## src/rtl/pipe_pkg.sv

```systemverilog
// Shared pipeline-stage types and constants.
// Payload bundles used by the skid-buffered stage registers.
package pipe_pkg;

    localparam int unsigned PIPE_XLEN = 32;

    // addi x0, x0, 0
    localparam logic [PIPE_XLEN-1:0] NOP_INSTR = 32'h0000_0013;

    typedef struct packed {
        logic [PIPE_XLEN-1:0] instr;
        logic [PIPE_XLEN-1:0] pc;
        logic [PIPE_XLEN-1:0] pc_plus_4;
    } if_id_payload_t;

endpackage

```

## src/rtl/if_id_skid_stage.sv

```systemverilog
// IF/ID stage register as a two-entry skid buffer with valid/ready on both sides.
// Ports: clk, rst (async, active high), flush, up_valid/up_ready + InstrF/PCF/PC_plus_4F
// from fetch, dn_valid/dn_ready + InstrD/PCD/PC_plus_4D to decode, occupancy (0..2).
module if_id_skid_stage
    import pipe_pkg::*;
#(
    parameter int unsigned          DATA_WIDTH = PIPE_XLEN,
    parameter logic [DATA_WIDTH-1:0] NOP_INSTR = pipe_pkg::NOP_INSTR,
    parameter logic [DATA_WIDTH-1:0] RESET_PC  = '0
) (
    input  logic                  clk,
    input  logic                  rst,
    input  logic                  flush,
    input  logic                  up_valid,
    output logic                  up_ready,
    input  logic [DATA_WIDTH-1:0] InstrF,
    input  logic [DATA_WIDTH-1:0] PCF,
    input  logic [DATA_WIDTH-1:0] PC_plus_4F,
    output logic                  dn_valid,
    input  logic                  dn_ready,
    output logic [DATA_WIDTH-1:0] InstrD,
    output logic [DATA_WIDTH-1:0] PCD,
    output logic [DATA_WIDTH-1:0] PC_plus_4D,
    output logic [1:0]            occupancy
);

    logic           m_valid;
    logic           s_valid;
    if_id_payload_t m_payload;
    if_id_payload_t s_payload;
    logic           up_ready_q;

    logic           m_valid_n;
    logic           s_valid_n;
    if_id_payload_t m_payload_n;
    if_id_payload_t s_payload_n;
    if_id_payload_t in_payload;

    logic accept;
    logic consume;

    assign in_payload = '{instr: InstrF, pc: PCF, pc_plus_4: PC_plus_4F};

    assign accept  = up_valid & up_ready_q;
    assign consume = m_valid & dn_ready;

    always_comb begin
        m_valid_n   = m_valid;
        s_valid_n   = s_valid;
        m_payload_n = m_payload;
        s_payload_n = s_payload;
        if (flush) begin
            m_valid_n = 1'b0;
            s_valid_n = 1'b0;
        end else if (!m_valid) begin
            if (accept) begin
                m_valid_n   = 1'b1;
                m_payload_n = in_payload;
            end
        end else if (consume) begin
            if (s_valid) begin
                // Skid is older than any new beat, so it drains first.
                m_payload_n = s_payload;
                s_valid_n   = accept;
                if (accept) begin
                    s_payload_n = in_payload;
                end
            end else begin
                m_valid_n = accept;
                if (accept) begin
                    m_payload_n = in_payload;
                end
            end
        end else if (accept) begin
            s_valid_n   = 1'b1;
            s_payload_n = in_payload;
        end
    end

    always_ff @(posedge clk or posedge rst) begin
        if (rst) begin
            m_valid    <= 1'b0;
            s_valid    <= 1'b0;
            m_payload  <= '0;
            s_payload  <= '0;
            up_ready_q <= 1'b1;
        end else begin
            m_valid    <= m_valid_n;
            s_valid    <= s_valid_n;
            m_payload  <= m_payload_n;
            s_payload  <= s_payload_n;
            // Registered so decode-side ready never reaches fetch combinationally.
            up_ready_q <= !s_valid_n;
        end
    end

    assign up_ready   = up_ready_q;
    assign dn_valid   = m_valid;
    assign InstrD     = m_valid ? m_payload.instr     : NOP_INSTR;
    assign PCD        = m_valid ? m_payload.pc        : RESET_PC;
    assign PC_plus_4D = m_valid ? m_payload.pc_plus_4 : RESET_PC;
    assign occupancy  = {1'b0, m_valid} + {1'b0, s_valid};

    a_no_accept_when_full: assert property (
        @(posedge clk) disable iff (rst)
        !(up_valid && up_ready && m_valid && s_valid)
    );

    a_stable_when_stalled: assert property (
        @(posedge clk) disable iff (rst)
        (m_valid && !dn_ready && !flush) |=> (m_valid && $stable(m_payload))
    );

    a_occupancy_range: assert property (
        @(posedge clk) disable iff (rst)
        occupancy != 2'd3
    );

endmodule
```

## config.mk

```make
export PLATFORM = sky130hd
export DESIGN_NAME = if_id_skid_stage
export DESIGN_NICKNAME = d
export VERILOG_FILES = /design/src/rtl/pipe_pkg.sv /design/src/rtl/if_id_skid_stage.sv
export SDC_FILE = /design/constraint.sdc
export NUM_CORES = 1
export LEC_CHECK = 0
export CORE_MARGIN = 3
export CORE_UTILIZATION = 50
export DETAILED_ROUTE_END_ITERATION = 12
export HOLD_SLACK_MARGIN = 0.1
export PLACE_DENSITY = 0.9
export SYNTH_ARGS = -nofsm -noshare
export SYNTH_HDL_FRONTEND = slang
export SYNTH_SLANG_ARGS = --single-unit
```

## constraint.sdc

```tcl
create_clock -name clk -period 8.8 [get_ports clk]
set_clock_uncertainty 0.15 [all_clocks]
set_input_delay 1.32 -clock clk [delete_from_list [all_inputs] [get_ports clk]]
set_output_delay 1.32 -clock clk [all_outputs]
set_load 0.1 [all_outputs]
```

==> metrics.md, run 1 <==
| Metric | Value |
|---|---|
| Mapped cell area | `8509 um^2` |
| Setup fix buffers added after clock tree synthesis | `0` |
| Reg2Reg Setup Slack | `6.04 ns` |
| Worst rel slew slack | `0.2577` |
| Global Route Usage Sum | `0.2163` |
| Hold Path Sink | `s_payload[23]` |
| Root buf cell | `clkbuf_16` |
| Finished Layout Cells | `1054` |
| Pleak | `4.847 nW` |
| Largest net degree at the start of global routing | `118` |
| Worst Path Max Fanout | `80` |
| Total negative slack | `0 ns` |
| GPL Wtd Cong | `0.7668` |
| Worst skew pair latency | `0.42 ns` |
| CTS max path bufs | `2` |
| Number of core rows | `47` |
| Status | `finished, final reports clean` |
| Top post-synthesis cells by area | `dfrtp_1 57%, and2_1 14%, mux2_2 13%, a221o_1 11%, buf_2 1.1%` |
| Top Ports | `201` |
| Vias per std cell | `5.606` |
| Max Fclk | `218.0 MHz` |
| Worst Path Required | `7.33 ns` |
| Initial antenna violation count | `0` |
| Synthesized net count | `751` |
| Area Overhead vs Synth | `31.35%` |
| First-pass GRT wire length | `31770 um` |
| Tmin final | `4.587 ns` |
| Yosys warns | `0` |
| CTS Hold Buffers Added | `0` |
| Worst path arrival time | `3.12 ns` |
| Synth unique cells | `22` |
| Worst setup EP type | `output port` |
| Vias in the first global route | `6217` |
| Final setup viols | `0` |
| Synth async-reset ratio | `1.000` |
| H-tree depth | `4` |
| Largest area contributor in the synthesized netlist | `dfrtp_1` |
| Die area | `18620 um^2` |
| Maxcap violations | `0` |
| Die Wd | `136.5 um` |
| RR Endpoint | `s_payload[21]` |
| Startpoint Class | `flop` |
| Share of layout cells above drive strength 1 | `0.1667` |
| Initial DRT Pass Iterations | `5` |
| Synth cell count leaders | `194 x dfrtp_1, 190 x and2_1, 96 x a221o_1, 96 x mux2_2, 24 x clkbuf_1` |
| Final ANT Viol Nets | `0` |
| Synth Area per Inst | `13.11 um^2` |
| Post-route DRC | `0` |
| Setup CP Type | `flop to output port` |
| Routed length per instance | `18.70 um` |
| Via count | `5909` |
| Slew Limit Fails | `0` |
| Worst Hold Class | `flop to flop` |
| Post-synth EDFFs | `0` |
| Post-synth top area share | `0.5705` |
| Hold wc startpoint | `s_payload[23]` |
| CTS Buf Count | `17` |
| Fillers | `1189` |
| Synth Flop Type | `dfrtp_1` |
| Worst hold stages | `1` |
| Total gr overflow | `0` |
| Sequential share of the synthesized area | `0.5736` |
| Least-Margin Pin Slew | `1.113 ns` |
| Chip height | `136.5 um` |
| Cell count after synthesis | `649` |
| Routed wire length | `19710 um` |
| Post-DP HPWL | `12100 um` |
| Final Power | `2.693 mW` |
| Most frequent cell after synthesis | `dfrtp_1` |
| Worst r2r src | `s_valid` |
| DP Worst Slack | `4.656 ns` |
| Clk slew on worst S/H paths | `0.07 ns` |
| Worst IR drop on VDD | `0.1293 mV` |
| Final WS setup | `4.213 ns` |
| Tcrit/Tclk final | `0.5212` |
| Initial Utilization | `0.5113` |
| Placed insts | `1022` |
| Resize count post-CTS | `0` |
| # diodes | `0` |
| Final Hold Fails | `0` |
| Core Area | `16640 um^2` |
| Clk sink count | `195` |
| IO Port Bufs | `200` |
| CTS tree | `yes` |
| Fin nets | `923` |
| Flip-flop and latch count after synthesis | `195` |
| First DRT Iteration DRCs | `410` |
| Final core occ | `0.6716` |
| RSZ-0062 raised after global routing | `no` |
| Power Dens Cells | `240.9 nW/um^2` |
| Reg2Reg Depth | `4` |
-- stage by stage --
stage,hold slack (ns),area [um^2]
after CTS,0.3492,11180
final,0.3444,11180
after detailed placement,0.3348,10600
after global placement,0.3272,10600
after floorplan,0.3200,8509
after global routing,0.3582,11180
-- final cells by class --
type / count / area [um^2] / share of cell area
Multi-Input combinational cell: 401 / 3391 / 0.3034
Inverter: 1 / 11.26 / 0.001007
Clock buffer: 20 / 456.7 / 0.04086
Timing Repair Buffer: 205 / 2039 / 0.1825
Clock inverter: 12 / 121.4 / 0.01086
Tap cell: 220 / 275.3 / 0.02463
Sequential cell: 195 / 4882 / 0.4368
-- per-layer routing --
layer  GRT usage  part of all wire
met2      0.3597              0.50
met4     0.07727             0.019
met5           0                 0
met1      0.2815              0.43
met3     0.04552             0.053
-- state kept, by name (all words and copies together), names as in the netlist --
signal,cells
up_ready,1
s_payload,96
s_valid,1
dn_valid,1
m_payload,96
-- how the worst max path moves through the flow --
stage          slack (ns)              to      from  cells after the start
3_5_place_dp         4.66  PC_plus_4D[30]  dn_valid                      3
3_3_place_gp         4.72  PC_plus_4D[30]  dn_valid                      3
6_report             4.21  PC_plus_4D[30]  dn_valid                      3
5_1_grt              4.06  PC_plus_4D[30]  dn_valid                      3
4_1_cts              4.17  PC_plus_4D[30]  dn_valid                      3
2_1_floorplan        2.02        dn_valid       rst                      1
-- critical path: stages, from the launching register on --
cell,delay [ns]
dfrtp_2,0.64
buf_4,0.62
and2_1,0.26
clkdlybuf4s50_1,1.14
-- report_power, final --
group,total [mW],switching [mW],internal (mW)
registers,1.23,0.111,1.12
logic,0.706,0.417,0.288
clock network,0.760,0.347,0.413
total,2.69,0.876,1.82
-- cells by family (layout without fill, tap and decap cells) --
logic type | after synthesis | after routing | synth area share
simple gates | 202 | 202 | 0.1489
flops | 195 | 195 | 0.5736
compound gates | 102 | 102 | 0.1181
mux | 96 | 96 | 0.1270
buf+inv | 53 | 238 | 0.03088
fa+ha+maj | 1 | 1 | 0.001470
-- placed cells by master (no fill, tap or decap) --
master / count
clkbuf_1: 1
a221o_1: 96
nand4b_4: 1
clkinv_2: 2
a211o_4: 1
clkdlybuf4s50_1: 200
clkinvlp_4: 2
a21o_1: 1
dfrtp_2: 1
inv_8: 3
o21ai_0: 1
nand2b_1: 4
dfstp_2: 1
mux2_2: 96
clkbuf_8: 2
and2_1: 190
a211oi_4: 1
clkinv_4: 2
nor2_1: 1
and4b_4: 1
bufinv_16: 1
ha_1: 1
nand2_1: 4
nor2b_1: 1
dfrtp_1: 193
inv_6: 3
a21oi_1: 2
clkbuf_16: 17
buf_4: 5
(Power assumes the default switching activity.)
==> run 2: changes to the inputs <==
- clock period: 8.8 -> 4.65 ns (I/O delays scaled with it)
==> run 2 against run 1 <==
Effect of this change: register-to-register slack got worse by 4.8 ns; clock-buffer cell count decreased by 3; sequential power up 89%; core utilization shrank 0.20 points; cell area down 0.29%; final cell count up 0.19%; non-clock buffer count up 2; first-iteration DRC count rose by 3.7%; via count fell by 0.58%; clock power increased by 100%; wire length rose by 0.53%; critical path depth fell by 1; critical path type unchanged; largest power group unchanged.
==> metrics.md, run 2 (synthesis results as in run 1) <==
| Metric | Value |
|---|---|
| Status | `finished, final reports clean` |
| Worst Hold Class | `flop to flop` |
| Worst path arrival time | `2.82 ns` |
| Total gr overflow | `0` |
| Largest net degree at the start of global routing | `97` |
| First DRT Iteration DRCs | `425` |
| Tmin final | `3.668 ns` |
| IO Port Bufs | `200` |
| Setup CP Type | `flop to output port` |
| Vias in the first global route | `6011` |
| Die Wd | `136.5 um` |
| CP bufs+invs | `1` |
| Area Overhead vs Synth | `30.97%` |
| CTS max path bufs | `2` |
| Final setup viols | `0` |
| Top flop regs | `m_payload x96, s_payload x96` |
| Worst Path Required | `3.80 ns` |
| Routed length per instance | `18.77 um` |
| Post-route DRC | `0` |
| Worst IR drop on VDD | `0.3121 mV` |
| Initial antenna violation count | `0` |
| Die area | `18620 um^2` |
| Total negative slack | `0 ns` |
| Clk sink count | `195` |
| Crit-path cells | `and2_1 -> clkdlybuf4s50_1` |
| Final Hold Fails | `0` |
| Global Route Usage Sum | `0.2133` |
| Clk pwr share | `0.294` |
| Maxcap violations | `0` |
| Power Dens Cells | `464.8 nW/um^2` |
| Setup fix buffers added after clock tree synthesis | `0` |
| Worst hold stages | `1` |
| Hold wc startpoint | `s_payload[35]` |
| Worst rel slew slack | `0.2705` |
| Final ANT Viol Nets | `0` |
| Top Ports | `201` |
| Post-DP HPWL | `12670 um` |
| Via count | `5875` |
| GPL Wtd Cong | `0.7381` |
| Chip height | `136.5 um` |
| Slew Limit Fails | `0` |
| # diodes | `0` |
| CP top delay family | `buffers and inverters` |
| Worst r2r src | `dn_valid` |
| CTS tree | `yes` |
| Reg2Reg Depth | `4` |
| Worst hold margin | `0.3498 ns` |
| Resize count post-CTS | `0` |
| Sw Ratio | `0.3297` |
| Fin nets | `925` |
| Max Fclk | `272.7 MHz` |
| Most common cell after layout, fill and taps aside | `dfrtp_1` |
| Share of layout cells above drive strength 1 | `0.2297` |
| CP Depth | `2` |
| Least-Margin Pin Slew | `1.094 ns` |
| Initial DRT Pass Iterations | `4` |
| RSZ-0062 raised after global routing | `no` |
| Vias per std cell | `5.563` |
| Tcrit/Tclk final | `0.7887` |
| H-tree depth | `4` |
| Number of core rows | `47` |
| Setup crit start | `dn_valid` |
| Pleak | `4.975 nW` |
| Root buf cell | `clkbuf_16` |
| Worst Path Max Fanout | `64` |
| Net Switching | `1.708 mW` |
| P_int | `3.472 mW` |
| First-pass GRT wire length | `31460 um` |
| Routed wire length | `19820 um` |
| Worst skew pair latency | `0.42 ns` |
| Initial Utilization | `0.5113` |
| Combinational power share | `0.256` |
| Clk slew on worst S/H paths | `0.08 ns` |
| Worst setup EP type | `output port` |
| Worst path max stage delay | `1.14 ns` |
| Most frequent cells in the layout | `193 x dfrtp_1, 190 x and2_1, 150 x clkdlybuf4s50_1` |
| Sequential Power Share | `0.450` |
| CTS Buf Count | `17` |
| Startpoint Class | `flop` |
| CTS Hold Buffers Added | `0` |
| Core Area | `16640 um^2` |
| Slowest CP cell | `clkdlybuf4s50_1` |
run 2: path summary, 6_finish.rpt:
| kind | end | slack (ns) |
|---|---|---|
| max reg2reg | s_payload[71] | 1.25 |
| min in group asynchronous | m_payload[69] | 0.68 |
| max | PC_plus_4D[1] | 0.98 |
| min | s_payload[35] | 0.35 |
| max in group asynchronous | m_payload[83] | 2.71 |
| min reg2reg | s_payload[35] | 0.35 |
run 2: power groups by stage:
stage / Clock, mW / Combinational (mW) / Sequential (mW)
after CTS: 1.55 / 1.34 / 2.33
after detailed placement: 0 / 1.34 / 2.35
after global placement: 0 / 1.29 / 2.33
after global routing: 1.62 / 1.40 / 2.38
after floorplan: 0 / 1.03 / 2.27
final: 1.52 / 1.33 / 2.33
run 2: stage by stage:
step                setup WS, ns    util  cell area (um^2)  std cells  power (mW)
global route              0.8240  0.6696             11140       1056       5.396
global placement           1.330  0.6323             10520       1024       3.621
CTS                       0.9607  0.6696             11140       1056       5.215
floorplan                  1.269       -              8513        649       3.304
finish                    0.9824  0.6696             11140       1056       5.180
detailed placement         1.230  0.6323             10520       1024       3.689
run 2: per-layer routing:
| metal | GRT usage | vias up | share of wire |
|---|---|---|---|
| met5 | 0 | - | 0 |
| met4 | 0.05711 | 0 | 0.011 |
| met3 | 0.04108 | 19 | 0.054 |
| met2 | 0.3473 | 184 | 0.50 |
| met1 | 0.2952 | 2979 | 0.44 |
| li1 | - | 2693 | - |
run 2: worst register-to-register path, delay by kind of cell (launching register included):
family                 cells  cell delay [ns]
flip-flops                 1             0.94
AND/OR/NAND/NOR            1             0.79
buffers and inverters      2             1.10
multiplexers               1             0.30
run 2: layout make-up:
cell class / count / area, um^2
clock buffers: 17 / 425.4
clock inverters: 15 / 196.4
fillers: 1263 / 5498
inverters: 1 / 7.507
multi-input cells: 401 / 3391
flip-flops and latches: 195 / 4882
well taps: 220 / 275.3
repair buffers: 207 / 1967
